`src/rtl/clkctrl_pkg.sv`:
```
// Shared types for the PHI2-stop clock switch: FSM states, switch target encoding, reset values.
// Pure declarations: no latency, no backpressure.
package clkctrl_pkg;

    typedef enum logic [1:0] {
        LS_RUN   = 2'd0,
        HOLD_HI  = 2'd1,
        WAIT_TGT = 2'd2,
        HS_RUN   = 2'd3
    } clk_state_t;

    typedef enum logic {
        TGT_LS = 1'b0,
        TGT_HS = 1'b1
    } clk_target_t;

    localparam clk_state_t  RST_STATE  = LS_RUN;
    localparam clk_target_t RST_TARGET = TGT_LS;
    localparam logic        RST_CLKOUT = 1'b0;

    function automatic logic is_switching(input clk_state_t s);
        return (s == HOLD_HI) || (s == WAIT_TGT);
    endfunction

endpackage

```
`src/rtl/clkctrl_delay_line.sv`:
```
// Host clock conditioning: synchroniser, tapped delay pipe, tap mux and edge detect.
// Latency SYNC_STAGES + i_delay_sel cycles to o_lsclk_del; no backpressure (free-running pipe).
module clkctrl_delay_line #(
    parameter int SYNC_STAGES = 2,
    parameter int DEL_W       = 2
) (
    input  logic             i_hsclk,
    input  logic             i_rst_b,
    input  logic             i_lsclk,
    input  logic [DEL_W-1:0] i_delay_sel,
    output logic             o_lsclk_del,
    output logic             o_lsclk_rise,
    output logic             o_lsclk_fall
);

    localparam int DEPTH = 2 ** DEL_W;

    logic [SYNC_STAGES-1:0] r_sync;
    logic [DEPTH-1:1]       r_pipe;
    logic                   r_del_prev;
    logic [DEPTH-1:0]       w_taps;
    logic                   w_lsclk_del;

    always_ff @(posedge i_hsclk or negedge i_rst_b) begin
        if (!i_rst_b) begin
            r_sync     <= '0;
            r_pipe     <= '0;
            r_del_prev <= 1'b0;
        end else begin
            r_sync[0] <= i_lsclk;
            for (int i = 1; i < SYNC_STAGES; i++) begin
                r_sync[i] <= r_sync[i-1];
            end
            r_pipe[1] <= r_sync[SYNC_STAGES-1];
            for (int i = 2; i < DEPTH; i++) begin
                r_pipe[i] <= r_pipe[i-1];
            end
            r_del_prev <= w_lsclk_del;
        end
    end

    // Tap 0 is the synchroniser output itself, so the pipe only needs DEPTH-1 extra flops.
    assign w_taps      = {r_pipe, r_sync[SYNC_STAGES-1]};
    assign w_lsclk_del = w_taps[i_delay_sel];

    assign o_lsclk_del  = w_lsclk_del;
    assign o_lsclk_rise = ~r_del_prev & w_lsclk_del;
    assign o_lsclk_fall = r_del_prev & ~w_lsclk_del;

endmodule

```
`src/rtl/clkctrl_phi2_multi.sv`:
```
// Glitch-free CPU clock switch (host clock or divided hsclk), stopping in PHI2-high; clkout registered.
// Optional rdy clock stretch under CLKCTRL_RDY_STRETCH_EN; rdy is ignored when the macro is undefined.
module clkctrl_phi2_multi
    import clkctrl_pkg::*;
#(
    parameter int DIV_W       = 3,
    parameter int DEL_W       = 2,
    parameter int SYNC_STAGES = 2,
    parameter int MIN_HIGH    = 2
) (
    input  logic             hsclk_in,
    input  logic             rst_b,
    input  logic             lsclk_in,
    input  logic             hsclk_sel,
    input  logic [DIV_W-1:0] div_sel,
    input  logic [DEL_W-1:0] delay_sel,
    input  logic             rdy,
    output logic             clkout,
    output logic             hsclk_selected,
    output logic             lsclk_selected,
    output logic             switching
);

    localparam int MIN_W = (MIN_HIGH > 1) ? $clog2(MIN_HIGH) : 1;

    clk_state_t       r_state,     w_state_nxt;
    clk_target_t      r_target,    w_target_nxt;
    logic             r_clkout,    w_clkout_nxt;
    logic [DIV_W-1:0] r_phase_cnt, w_phase_nxt;
    logic [MIN_W-1:0] r_min_cnt,   w_min_nxt;
    logic             w_ls_hold;
    logic             w_hs_freeze;

    logic w_lsclk_del;
    logic w_lsclk_rise;
    logic w_lsclk_fall;

`ifdef CLKCTRL_RDY_STRETCH_EN
    logic r_stretch, w_stretch_nxt;
`else
    logic w_unused_rdy;
    assign w_unused_rdy = rdy;
`endif

    clkctrl_delay_line #(
        .SYNC_STAGES (SYNC_STAGES),
        .DEL_W       (DEL_W)
    ) u_delay_line (
        .i_hsclk      (hsclk_in),
        .i_rst_b      (rst_b),
        .i_lsclk      (lsclk_in),
        .i_delay_sel  (delay_sel),
        .o_lsclk_del  (w_lsclk_del),
        .o_lsclk_rise (w_lsclk_rise),
        .o_lsclk_fall (w_lsclk_fall)
    );

    always_comb begin
        w_state_nxt  = r_state;
        w_target_nxt = r_target;
        w_clkout_nxt = r_clkout;
        w_phase_nxt  = r_phase_cnt;
        w_min_nxt    = r_min_cnt;
        w_ls_hold    = 1'b0;
        w_hs_freeze  = 1'b0;
`ifdef CLKCTRL_RDY_STRETCH_EN
        w_stretch_nxt = r_stretch;
        w_ls_hold     = r_clkout && (!rdy || r_stretch);
        w_hs_freeze   = r_clkout && !rdy;
`endif

        case (r_state)
            LS_RUN: begin
                if (w_ls_hold) begin
`ifdef CLKCTRL_RDY_STRETCH_EN
                    // A released stretch only ends on a real host-clock fall, never mid-phase.
                    if (rdy && w_lsclk_fall) begin
                        w_clkout_nxt  = 1'b0;
                        w_stretch_nxt = 1'b0;
                    end else begin
                        w_clkout_nxt  = 1'b1;
                        w_stretch_nxt = 1'b1;
                    end
`endif
                end else begin
                    w_clkout_nxt = w_lsclk_del;
                    if (hsclk_sel && w_lsclk_rise) begin
                        w_target_nxt = TGT_HS;
                        w_state_nxt  = HOLD_HI;
                        w_min_nxt    = '0;
                    end
                end
            end

            HS_RUN: begin
                if (!w_hs_freeze) begin
                    if (r_phase_cnt == '0) begin
                        if (!r_clkout && !hsclk_sel) begin
                            w_clkout_nxt = 1'b1;
                            w_target_nxt = TGT_LS;
                            w_state_nxt  = HOLD_HI;
                            w_min_nxt    = '0;
                        end else begin
                            w_clkout_nxt = ~r_clkout;
                            w_phase_nxt  = div_sel;
                        end
                    end else begin
                        w_phase_nxt = r_phase_cnt - DIV_W'(1);
                    end
                end
            end

            HOLD_HI: begin
                w_clkout_nxt = 1'b1;
                if (r_min_cnt == MIN_W'(MIN_HIGH - 1)) begin
                    w_state_nxt = WAIT_TGT;
                end else begin
                    w_min_nxt = r_min_cnt + MIN_W'(1);
                end
            end

            WAIT_TGT: begin
                w_clkout_nxt = 1'b1;
                if (r_target == TGT_HS) begin
                    w_clkout_nxt = 1'b0;
                    w_phase_nxt  = div_sel;
                    w_state_nxt  = HS_RUN;
                end else if (w_lsclk_fall) begin
                    w_clkout_nxt = 1'b0;
                    w_state_nxt  = LS_RUN;
                end
            end

            default: begin
                w_state_nxt  = RST_STATE;
                w_clkout_nxt = RST_CLKOUT;
            end
        endcase
    end

    always_ff @(posedge hsclk_in or negedge rst_b) begin
        if (!rst_b) begin
            r_state     <= RST_STATE;
            r_target    <= RST_TARGET;
            r_clkout    <= RST_CLKOUT;
            r_phase_cnt <= '0;
            r_min_cnt   <= '0;
        end else begin
            r_state     <= w_state_nxt;
            r_target    <= w_target_nxt;
            r_clkout    <= w_clkout_nxt;
            r_phase_cnt <= w_phase_nxt;
            r_min_cnt   <= w_min_nxt;
        end
    end

`ifdef CLKCTRL_RDY_STRETCH_EN
    always_ff @(posedge hsclk_in or negedge rst_b) begin
        if (!rst_b) begin
            r_stretch <= 1'b0;
        end else begin
            r_stretch <= w_stretch_nxt;
        end
    end
`endif

    assign clkout         = r_clkout;
    assign hsclk_selected = (r_state == HS_RUN);
    assign lsclk_selected = (r_state == LS_RUN);
    assign switching      = is_switching(r_state);

endmodule

```
`config.mk`:
```
export PLATFORM = sky130hd
export DESIGN_NAME = clkctrl_phi2_multi
export DESIGN_NICKNAME = d
export VERILOG_FILES = /design/src/rtl/clkctrl_pkg.sv /design/src/rtl/clkctrl_delay_line.sv /design/src/rtl/clkctrl_phi2_multi.sv
export SDC_FILE = /design/constraint.sdc
export NUM_CORES = 1
export LEC_CHECK = 0
export BUFFER_PORTS_ARGS = -buffer_cell sky130_fd_sc_hd__buf_4
export CORE_MARGIN = 2
export CORE_UTILIZATION = 35
export DETAILED_ROUTE_END_ITERATION = 12
export PLACE_DENSITY = 0.6
export SETUP_SLACK_MARGIN = 0.05
export SLEW_MARGIN = 20
export SYNTH_ARGS = -nofsm -noshare
export SYNTH_HDL_FRONTEND = slang
export SYNTH_SLANG_ARGS = --single-unit
```
`constraint.sdc`:
```
create_clock -name hsclk_in -period 2.6 [get_ports hsclk_in]
set_clock_uncertainty 0.2 [all_clocks]
set_input_delay 0.26 -clock hsclk_in [delete_from_list [all_inputs] [get_ports hsclk_in]]
set_output_delay 0.26 -clock hsclk_in [all_outputs]
set_load 0.02 [all_outputs]
```
==> results.json, run 1 <==
{
  "antenna_found_initial": 0,
  "ctsHoldBuffers": 2,
  "slew_violations": 0,
  "overflow": 0,
  "grt_pass1_wl_microns": 2560,
  "syn_nets": 85,
  "setup_viol": 0,
  "hold_viol": 0,
  "path_cells": "inv_1 -> ha_1 -> and2b_2 -> a311oi_2 -> o211ai_1 -> o21a_1",
  "ys_warn_count": 0,
  "synth-simple-area-share_pct": 13.5,
  "dpl_cell_area_sq_um": 905,
  "pin_count": 14,
  "rsz0062_at_grt": "no",
  "fillCellCount": 210,
  "cts-resized-gates": 0,
  "grt_pass1_vias": 577,
  "startpoint": "r_state[0]",
  "clk_latency_ns": 0.27,
  "grt_max_degree": 15,
  "r2r_setup_slack_ns": 0.49,
  "nNetsFinal": 104,
  "synth_mux_area_share_pct": 10.1,
  "finalCritPeriodShare_pct": 81.1,
  "syn_avg_cell_area_sq_um": 11.3,
  "cp_data_required_time_ns": 2.57,
  "pre_cts_ws_ns": 0.501,
  "synthAdderAreaFrac_pct": 9.63,
  "fin_setup_tns_ns": 0,
  "root_buffer": "clkbuf_4",
  "diodes": 0,
  "netlist_area_sq_um": 779,
  "criticalPathCategory": "reg2reg",
  "critPathMaxFanout": 8,
  "wl_per_cell_microns": 12.0,
  "die_area_sq_mm": 0.00262,
  "layout_setup_ws_ns": 0.492,
  "yosys.cell_types.count": 30,
  "worstPathArrival_ns": 2.07,
  "track_usage_pct": 13.4,
  "relSlewSlack_pct": 65.6,
  "die_h_microns": 51.2,
  "areaGrowthSynthToFinish_pct": 23.3,
  "ys_ff_latch": 14,
  "rows": 17,
  "slowest_stage": "a311oi_2",
  "wl_microns": 1380,
  "cts_setup_buffers": 0,
  "io_buffer_count": 12,
  "cts_buffer_depth": 2,
  "dr.pass1.iters": 2,
  "worstHoldPathType": "in2reg",
  "dp.final_hpwl_microns": 1050,
  "cp_num_buf_inv": 1,
  "ys_seq_area_share_pct": 44.9,
  "dieWidth_microns": 51.2,
  "r2r-start": "r_state[0]",
  "numCtsBuffers": 3,
  "worst_path_largest_cell_delay_ns": 0.44,
  "drv_cap": 0,
  "max_freq_ghz": 0.474,
  "drt_iter0_markers": 3,
  "critical_path.top_delay_family": "compound AO/OA/AOI/OAI gates",
  "design_area_sq_um": 961,
  "core_sq_mm": 0.00215,
  "synth_top_family_by_area": "compound AO/OA/AOI/OAI gates",
  "min_from": "div_sel[0]",
  "end_kind": "flip-flop",
  "period_needed_ns": 2.11,
  "vias": 564,
  "cts_tree": "yes",
  "numClockSinks": 14,
  "drive_gt1_share_pct": 31.0,
  "worst_pin_slew_ns": 0.516,
  "mostFrequentLayoutCell": "dfrtp_1",
  "synthXorXnorAreaFrac_pct": 0,
  "synth-compound-area-share_pct": 18.9,
  "p_leak_nw": 0.446,
  "power_density_mw_per_mm2": 1110,
  "startpoint_type": "flip-flop",
  "vdd_drop_max_uv": 421,
  "ant_nets": 0,
  "syn_inst": 69,
  "initial_utilization_pct": 36.3,
  "final_cell_mix": "dfrtp_1, buf_4, inv_1, nand2_1, ha_1",
  "htreeDepth": 1,
  "status": "finished, final reports clean",
  "route.detailed.drc": 0,
  "clk_pin_slew_worst_paths_ns": 0.09,
  "hold_ws_ns": 0.0204,
  "gp_routability_congestion": 0.777,
  "avgViaCountPerCell": 4.90
}
## power by group
group	switching, W	internal [W]
Clock	0.0000689	0.0000850
Sequential	0.0000541	0.000281
Combinational	0.000295	0.000281
## cell families after synthesis
logic type,Yosys count
adders and majority gates,6
buffers and inverters,6
DFF,14
AOI/OAI and AO/OA,17
muxes,6
and+or+nand+nor,20
## sequential cells by signal, indices dropped and copies added, names as in the netlist
signal	count
clkout	1
u_delay_line.r_pipe	3
u_delay_line.r_del_prev	1
r_min_cnt	1
r_state	2
r_phase_cnt	3
u_delay_line.r_sync	2
r_target	1
## final cells by class
type / count / area [sq um] / area share (%)
clock buffers: 4 / 36.3 / 3.78
inverters: 6 / 22.5 / 2.34
multi-input cells: 49 / 407 / 42.3
flip-flops and latches: 14 / 350 / 36.5
well taps: 28 / 35.0 / 3.65
repair buffers: 14 / 110 / 11.5
## cell usage after synthesis
master / number / share of area (%)
mux2i_1: 3 / 3.9
o2111ai_2: 1 / 1.9
nor2b_1: 1 / 0.80
a311oi_2: 1 / 1.9
o21ai_0: 2 / 1.3
o22ai_1: 1 / 0.80
mux2_2: 1 / 1.4
or2b_2: 1 / 1.1
nand2b_1: 2 / 1.6
or3_1: 1 / 0.80
nand3_1: 1 / 0.64
a31oi_1: 2 / 1.6
o21ai_2: 1 / 1.1
mux2_4: 1 / 1.9
ha_1: 6 / 9.6
mux4_2: 1 / 2.9
nand3b_1: 1 / 0.96
nor3_1: 1 / 0.64
o31ai_4: 1 / 2.7
a21oi_1: 3 / 1.9
nor2_1: 4 / 1.9
inv_1: 6 / 2.9
o211ai_1: 1 / 0.96
and2b_2: 1 / 1.1
and2b_1: 1 / 0.96
o21a_1: 1 / 0.96
a21bo_2: 2 / 2.6
nand2_1: 6 / 2.9
dfrtp_1: 14 / 45
o41ai_1: 1 / 1.1
## worst paths after layout
kind,depth (start not counted),end
min in group asynchronous,2,r_state[1]
max,6,r_phase_cnt[1]
min,3,r_phase_cnt[0]
min reg2reg,0,u_delay_line.r_sync[1]
max in group asynchronous,2,r_phase_cnt[0]
max reg2reg,6,r_phase_cnt[1]
## routing by layer
layer  wire length (microns)  track usage, %  vias up  part of all wire [%]
li1                        -               -      283                     -
met1                     676            16.9      273                    49
met2                     652            21.4        6                    47
met3                      38            2.92        2                   2.7
met4                      17            6.76        0                   1.2
met5                       0               0        -                     0
## stage by stage
stage	total power, W	util [%]	std cells
detailed placement	0.000917	42.1	109
CTS	0.00108	44.7	115
global placement	0.000901	42.1	109
finish	0.00106	44.7	115
global route	0.00117	44.7	115
floorplan	0.000772	-	69
## worst register-to-register path, delay by kind of cell (launching register included)
family / cells / cell delay [ns]
and+or+nand+nor: 1 / 0.27
buffers and inverters: 1 / 0.08
adders and majority gates: 1 / 0.30
DFF: 1 / 0.40
AOI/OAI and AO/OA: 3 / 0.75
Note: power is estimated with default switching activity, not from simulation.
==> run 2, diff against run 1 <==
--- a/config.mk
+++ b/config.mk
@@ -9,7 +9,7 @@
 export CORE_MARGIN = 2
 export CORE_UTILIZATION = 35
 export DETAILED_ROUTE_END_ITERATION = 12
-export PLACE_DENSITY = 0.6
+export PLACE_DENSITY = 0.62
 export SETUP_SLACK_MARGIN = 0.05
 export SLEW_MARGIN = 20
 export SYNTH_ARGS = -nofsm -noshare
==> constraint.sdc (replaced) <==
create_clock -name hsclk_in -period 1.9 [get_ports hsclk_in]
set_clock_uncertainty 0.2 [all_clocks]
set_input_delay 0.19 -clock hsclk_in [delete_from_list [all_inputs] [get_ports hsclk_in]]
set_output_delay 0.19 -clock hsclk_in [all_outputs]
set_load 0.02 [all_outputs]
==> results.json, run 2 (synthesis gave the netlist of run 1 again) <==
{
  "relSlewSlack_pct": 71.2,
  "gp_routability_congestion": 0.735,
  "fillCellCount": 180,
  "setup_viol": 1,
  "clk_latency_ns": 0.27,
  "hold_viol": 0,
  "ant_nets": 0,
  "cts_buffer_depth": 2,
  "dr.pass1.iters": 4,
  "mostFrequentLayoutCell": "buf_4",
  "overflow": 0,
  "diodes": 0,
  "route.detailed.drc": 0,
  "pre_cts_ws_ns": -0.0242,
  "grt_max_degree": 15,
  "vias": 635,
  "end_kind": "flip-flop",
  "violations": "setup timing",
  "track_usage_pct": 16.4,
  "grt_pass1_vias": 680,
  "dieWidth_microns": 51.2,
  "path_cells": "inv_2 -> ha_4 -> or2b_4 -> o31ai_4 -> o2111ai_2 -> mux2_4",
  "slowest_stage": "dfrtp_1",
  "root_buffer": "clkbuf_4",
  "slew_violations": 0,
  "vdd_drop_max_uv": 758,
  "drive_gt1_share_pct": 47.6,
  "rows": 17,
  "startpoint_type": "flip-flop",
  "period_needed_ns": 1.93,
  "avgViaCountPerCell": 4.77,
  "critPathMaxFanout": 2,
  "criticalPathCategory": "reg2reg",
  "grt_pass1_wl_microns": 3100,
  "drt_iter0_markers": 9,
  "max_freq_ghz": 0.519,
  "numClockSinks": 14,
  "cp_num_buf_inv": 1,
  "core_sq_mm": 0.00215,
  "worst_pin_slew_ns": 0.431,
  "pin_count": 14,
  "die_h_microns": 51.2,
  "status": "finished with violations",
  "worstPathArrival_ns": 1.89,
  "fin_util_pct": 53.7,
  "top_regs": "r_phase_cnt: 3 flops, u_delay_line.r_pipe: 3 flops",
  "final_cell_mix": "buf_4, dfrtp_1, nand2_1",
  "cp_data_required_time_ns": 1.86,
  "p_leak_nw": 0.538,
  "wl_microns": 1710,
  "rsz0062_at_grt": "yes",
  "clk_pin_slew_worst_paths_ns": 0.08,
  "critical_path.top_delay_family": "compound AO/OA/AOI/OAI gates",
  "worstHoldPathType": "in2reg",
  "initial_utilization_pct": 36.3,
  "numCtsBuffers": 3,
  "power_density_mw_per_mm2": 1540,
  "layout_setup_ws_ns": -0.0285,
  "wl_per_cell_microns": 12.8,
  "nNetsFinal": 122,
  "cts_tree": "yes",
  "areaGrowthSynthToFinish_pct": 48.0,
  "dp.final_hpwl_microns": 1260,
  "r2r_setup_slack_ns": -0.03,
  "finalCritPeriodShare_pct": 101,
  "io_buffer_count": 12,
  "drv_cap": 0,
  "worst_path_largest_cell_delay_ns": 0.40,
  "antenna_found_initial": 0,
  "fin_setup_tns_ns": -0.0285,
  "htreeDepth": 1,
  "die_area_sq_mm": 0.00262
}
-- run 2: power breakdown --
group / internal (W) / switching, W
Sequential: 0.000385 / 0.0000773
Combinational: 0.000600 / 0.000508
Clock: 0.000116 / 0.0000901
-- run 2: per-stage QoR --
step	std cells	instance area, sq um	power (W)	hold WS (ns)
global placement	119	996	0.00140	-0.152
CTS	130	1110	0.00171	0.0168
floorplan	69	796	0.00108	-0.306
finish	133	1150	0.00178	0.0420
detailed placement	119	996	0.00143	-0.153
global route	133	1150	0.00194	0.0557
-- run 2: worst register-to-register path, stage by stage, from the launching register on --
cell,delay (ns)
dfrtp_1,0.40
inv_2,0.08
ha_4,0.13
or2b_4,0.27
o31ai_4,0.23
o2111ai_2,0.18
mux2_4,0.33
-- run 2: worst paths after layout --
path	startpoint	end	cells after the start
min in group asynchronous	rst_b	r_phase_cnt[2]	2
max in group asynchronous	rst_b	r_state[1]	2
min	div_sel[2]	r_phase_cnt[2]	3
max reg2reg	r_phase_cnt[0]	r_state[0]	6
max	r_phase_cnt[0]	r_state[0]	6
min reg2reg	u_delay_line.r_sync[0]	u_delay_line.r_sync[1]	0
-- run 2: routing by layer --
metal	GRT usage (%)	wire length, microns	up-vias
li1	-	-	317
met1	20.2	777	304
met2	26.8	848	10
met3	2.63	53	4
met4	9.46	26	0
met5	0	0	-
-- run 2: what timing repair did --
item / in CTS / in global routing
buffers inserted: 4 / 3
gates resized for setup: 6 / 4
pin swaps: 1 / 2
endpoints found under the hold margin: 16 / 0
hold buffers: 3 / 0
endpoints found under the setup margin: 5 / 7
-- run 2: final cells by class --
class / count / area, sq um / share of cell area [%]
Clock buffer: 4 / 36.3 / 3.15
Inverter: 6 / 22.5 / 1.95
Multi-Input combinational cell: 49 / 462 / 40.0
Sequential cell: 14 / 350 / 30.4
Tap cell: 28 / 35.0 / 3.04
Timing Repair Buffer: 32 / 248 / 21.5
==> run 3, diff against run 2 <==
--- a/config.mk
+++ b/config.mk
@@ -7,9 +7,9 @@
 export LEC_CHECK = 0
 export BUFFER_PORTS_ARGS = -buffer_cell sky130_fd_sc_hd__buf_4
 export CORE_MARGIN = 2
-export CORE_UTILIZATION = 35
+export CORE_UTILIZATION = 47
 export DETAILED_ROUTE_END_ITERATION = 12
-export PLACE_DENSITY = 0.62
+export PLACE_DENSITY = 0.78
 export SETUP_SLACK_MARGIN = 0.05
 export SLEW_MARGIN = 20
 export SYNTH_ARGS = -nofsm -noshare
==> results.json, run 3 (synthesis gave the netlist of run 1 again) <==
{
  "status": "finished with violations",
  "violations": "setup timing",
  "dieWidth_microns": 44.7,
  "track_usage_pct": 23.4,
  "dp.final_hpwl_microns": 1180,
  "clk_pin_slew_worst_paths_ns": 0.09,
  "cp_data_required_time_ns": 1.86,
  "wl_microns": 2020,
  "route.detailed.drc": 0,
  "io_buffer_count": 12,
  "vias": 693,
  "r2r-end": "r_state[0]",
  "power_density_mw_per_mm2": 1620,
  "gp_routability_congestion": 0.752,
  "avgViaCountPerCell": 5.78,
  "slew_violations": 0,
  "die_area_sq_mm": 0.00200,
  "die_h_microns": 44.7,
  "worst_path_largest_cell_delay_ns": 0.39,
  "core_sq_mm": 0.00152,
  "areaGrowthSynthToFinish_pct": 45.1,
  "vdd_drop_max_uv": 971,
  "initial_utilization_pct": 51.1,
  "end_kind": "flip-flop",
  "path_cells": "inv_2 -> ha_4 -> or2b_4 -> o31ai_4 -> o2111ai_2 -> mux2_4",
  "cts_buffer_depth": 2,
  "r2r-start": "r_phase_cnt[0]",
  "grt_pass1_wl_microns": 3230,
  "cts_tree": "yes",
  "worst-path-stages": 6,
  "numCtsBuffers": 3,
  "numClockSinks": 14,
  "root_buffer": "clkbuf_4",
  "drive_gt1_share_pct": 47.1,
  "antenna_found_initial": 0,
  "layout_setup_ws_ns": -0.0479,
  "max_freq_ghz": 0.513,
  "overflow": 0,
  "r2r_setup_slack_ns": -0.05,
  "ant_nets": 0,
  "crit_end": "r_state[0]",
  "worstHoldPathType": "in2reg",
  "dr.pass1.iters": 4,
  "grt_pass1_vias": 700,
  "relSlewSlack_pct": 75.0,
  "final_cell_mix": "buf_4, dfrtp_1, nand2_1",
  "nNetsFinal": 122,
  "critPathMaxFanout": 2,
  "mostFrequentLayoutCell": "buf_4",
  "power_w": 0.00183,
  "fin_setup_tns_ns": -0.0735,
  "wl_per_cell_microns": 16.8,
  "period_needed_ns": 1.95,
  "grt_max_degree": 15,
  "drt_iter0_markers": 22,
  "hold_ws_ns": 0.0263,
  "clk_latency_ns": 0.27,
  "pin_count": 14,
  "rsz0062_at_grt": "yes",
  "p_leak_nw": 0.532,
  "fillCellCount": 89,
  "top_regs": "r_phase_cnt: 3 flops, u_delay_line.r_pipe: 3 flops",
  "criticalPathCategory": "reg2reg",
  "worst_pin_slew_ns": 0.375,
  "critical_path.top_delay_family": "compound AO/OA/AOI/OAI gates",
  "finalCritPeriodShare_pct": 103,
  "cp_num_buf_inv": 1,
  "setup_viol": 2,
  "diodes": 0,
  "reg2reg_depth": 6,
  "rows": 14,
  "hold_viol": 0,
  "slowest_stage": "dfrtp_1",
  "startpoint_type": "flip-flop",
  "startpoint": "r_phase_cnt[0]",
  "worstPathArrival_ns": 1.91,
  "htreeDepth": 1,
  "drv_cap": 0,
  "pre_cts_ws_ns": -0.0000900
}
-- run 3: changes by cell type in the layout (fill, tap and decap cells not counted) --
| cell | delta |
|---|---|
| clkbuf_8 | -1 |
| o21ai_1 | -1 |
| a21bo_2 | -1 |
| a21bo_4 | +1 |
| o21ai_0 | +1 |
-- run 3: where the power goes --
part,internal (W),leakage (nW),switching (W),total [W]
Combinational,0.000640,0.357,0.000554,0.00119
Sequential,0.000384,0.161,0.0000829,0.000467
Clock,0.0000732,0.0138,0.0000932,0.000166
Total,0.00110,0.532,0.000730,0.00183
-- run 3: worst min path at each step --
stage | startpoint | end | slack [ns] | depth (start not counted)
final | div_sel[2] | r_phase_cnt[2] | 0.03 | 3
after global routing | hsclk_sel | r_target | 0.05 | 3
after CTS | hsclk_sel | r_target | 0.02 | 3
after detailed placement | rst_b | r_state[1] | -0.15 | 1
after global placement | rst_b | r_state[1] | -0.15 | 1
after floorplan | rst_b | clkout | -0.31 | 0
-- run 3: timing repair --
action	4_1_cts	5_1_grt
pin swaps	3	4
gates cloned	0	0
gates resized for setup	6	4
setup endpoints to repair	6	7
setup buffers	9	1
endpoints found under the hold margin	16	0
hold buffers	3	0
-- run 3: layout make-up --
type | count | area (sq um) | area share (%)
Tap cell | 16 | 20.0 | 1.77
Clock buffer | 3 | 22.5 | 1.99
Sequential cell | 14 | 350 | 31.0
Timing Repair Buffer | 32 | 248 | 21.9
Multi-Input combinational cell | 49 | 468 | 41.4
Inverter | 6 | 22.5 | 1.99
-- run 3: layer usage --
metal / wire length [microns] / global-route usage (%) / vias up
met2: 965 / 36.5 / 31
met5: 0 / 0 / -
met3: 117 / 5.60 / 10
li1: - / - / 317
met1: 868 / 30.1 / 335
met4: 66 / 12.7 / 0
-- run 3: stage by stage --
stage | util (%) | area (sq um) | std cells
final | 74.2 | 1130 | 120
after global routing | 74.2 | 1130 | 120
after CTS | 71.8 | 1090 | 119
after detailed placement | 62.9 | 958 | 104
after global placement | 62.9 | 958 | 104
after floorplan | - | 796 | 69
-- run 3: worst reg2reg max path: cells and delay by family (launching register included) --
| kind | cells | cell delay, ns |
|---|---|---|
| adders and majority gates | 1 | 0.13 |
| AOI/OAI and AO/OA | 2 | 0.42 |
| and+or+nand+nor | 1 | 0.27 |
| muxes | 1 | 0.34 |
| buffers and inverters | 1 | 0.08 |
| DFF | 1 | 0.39 |
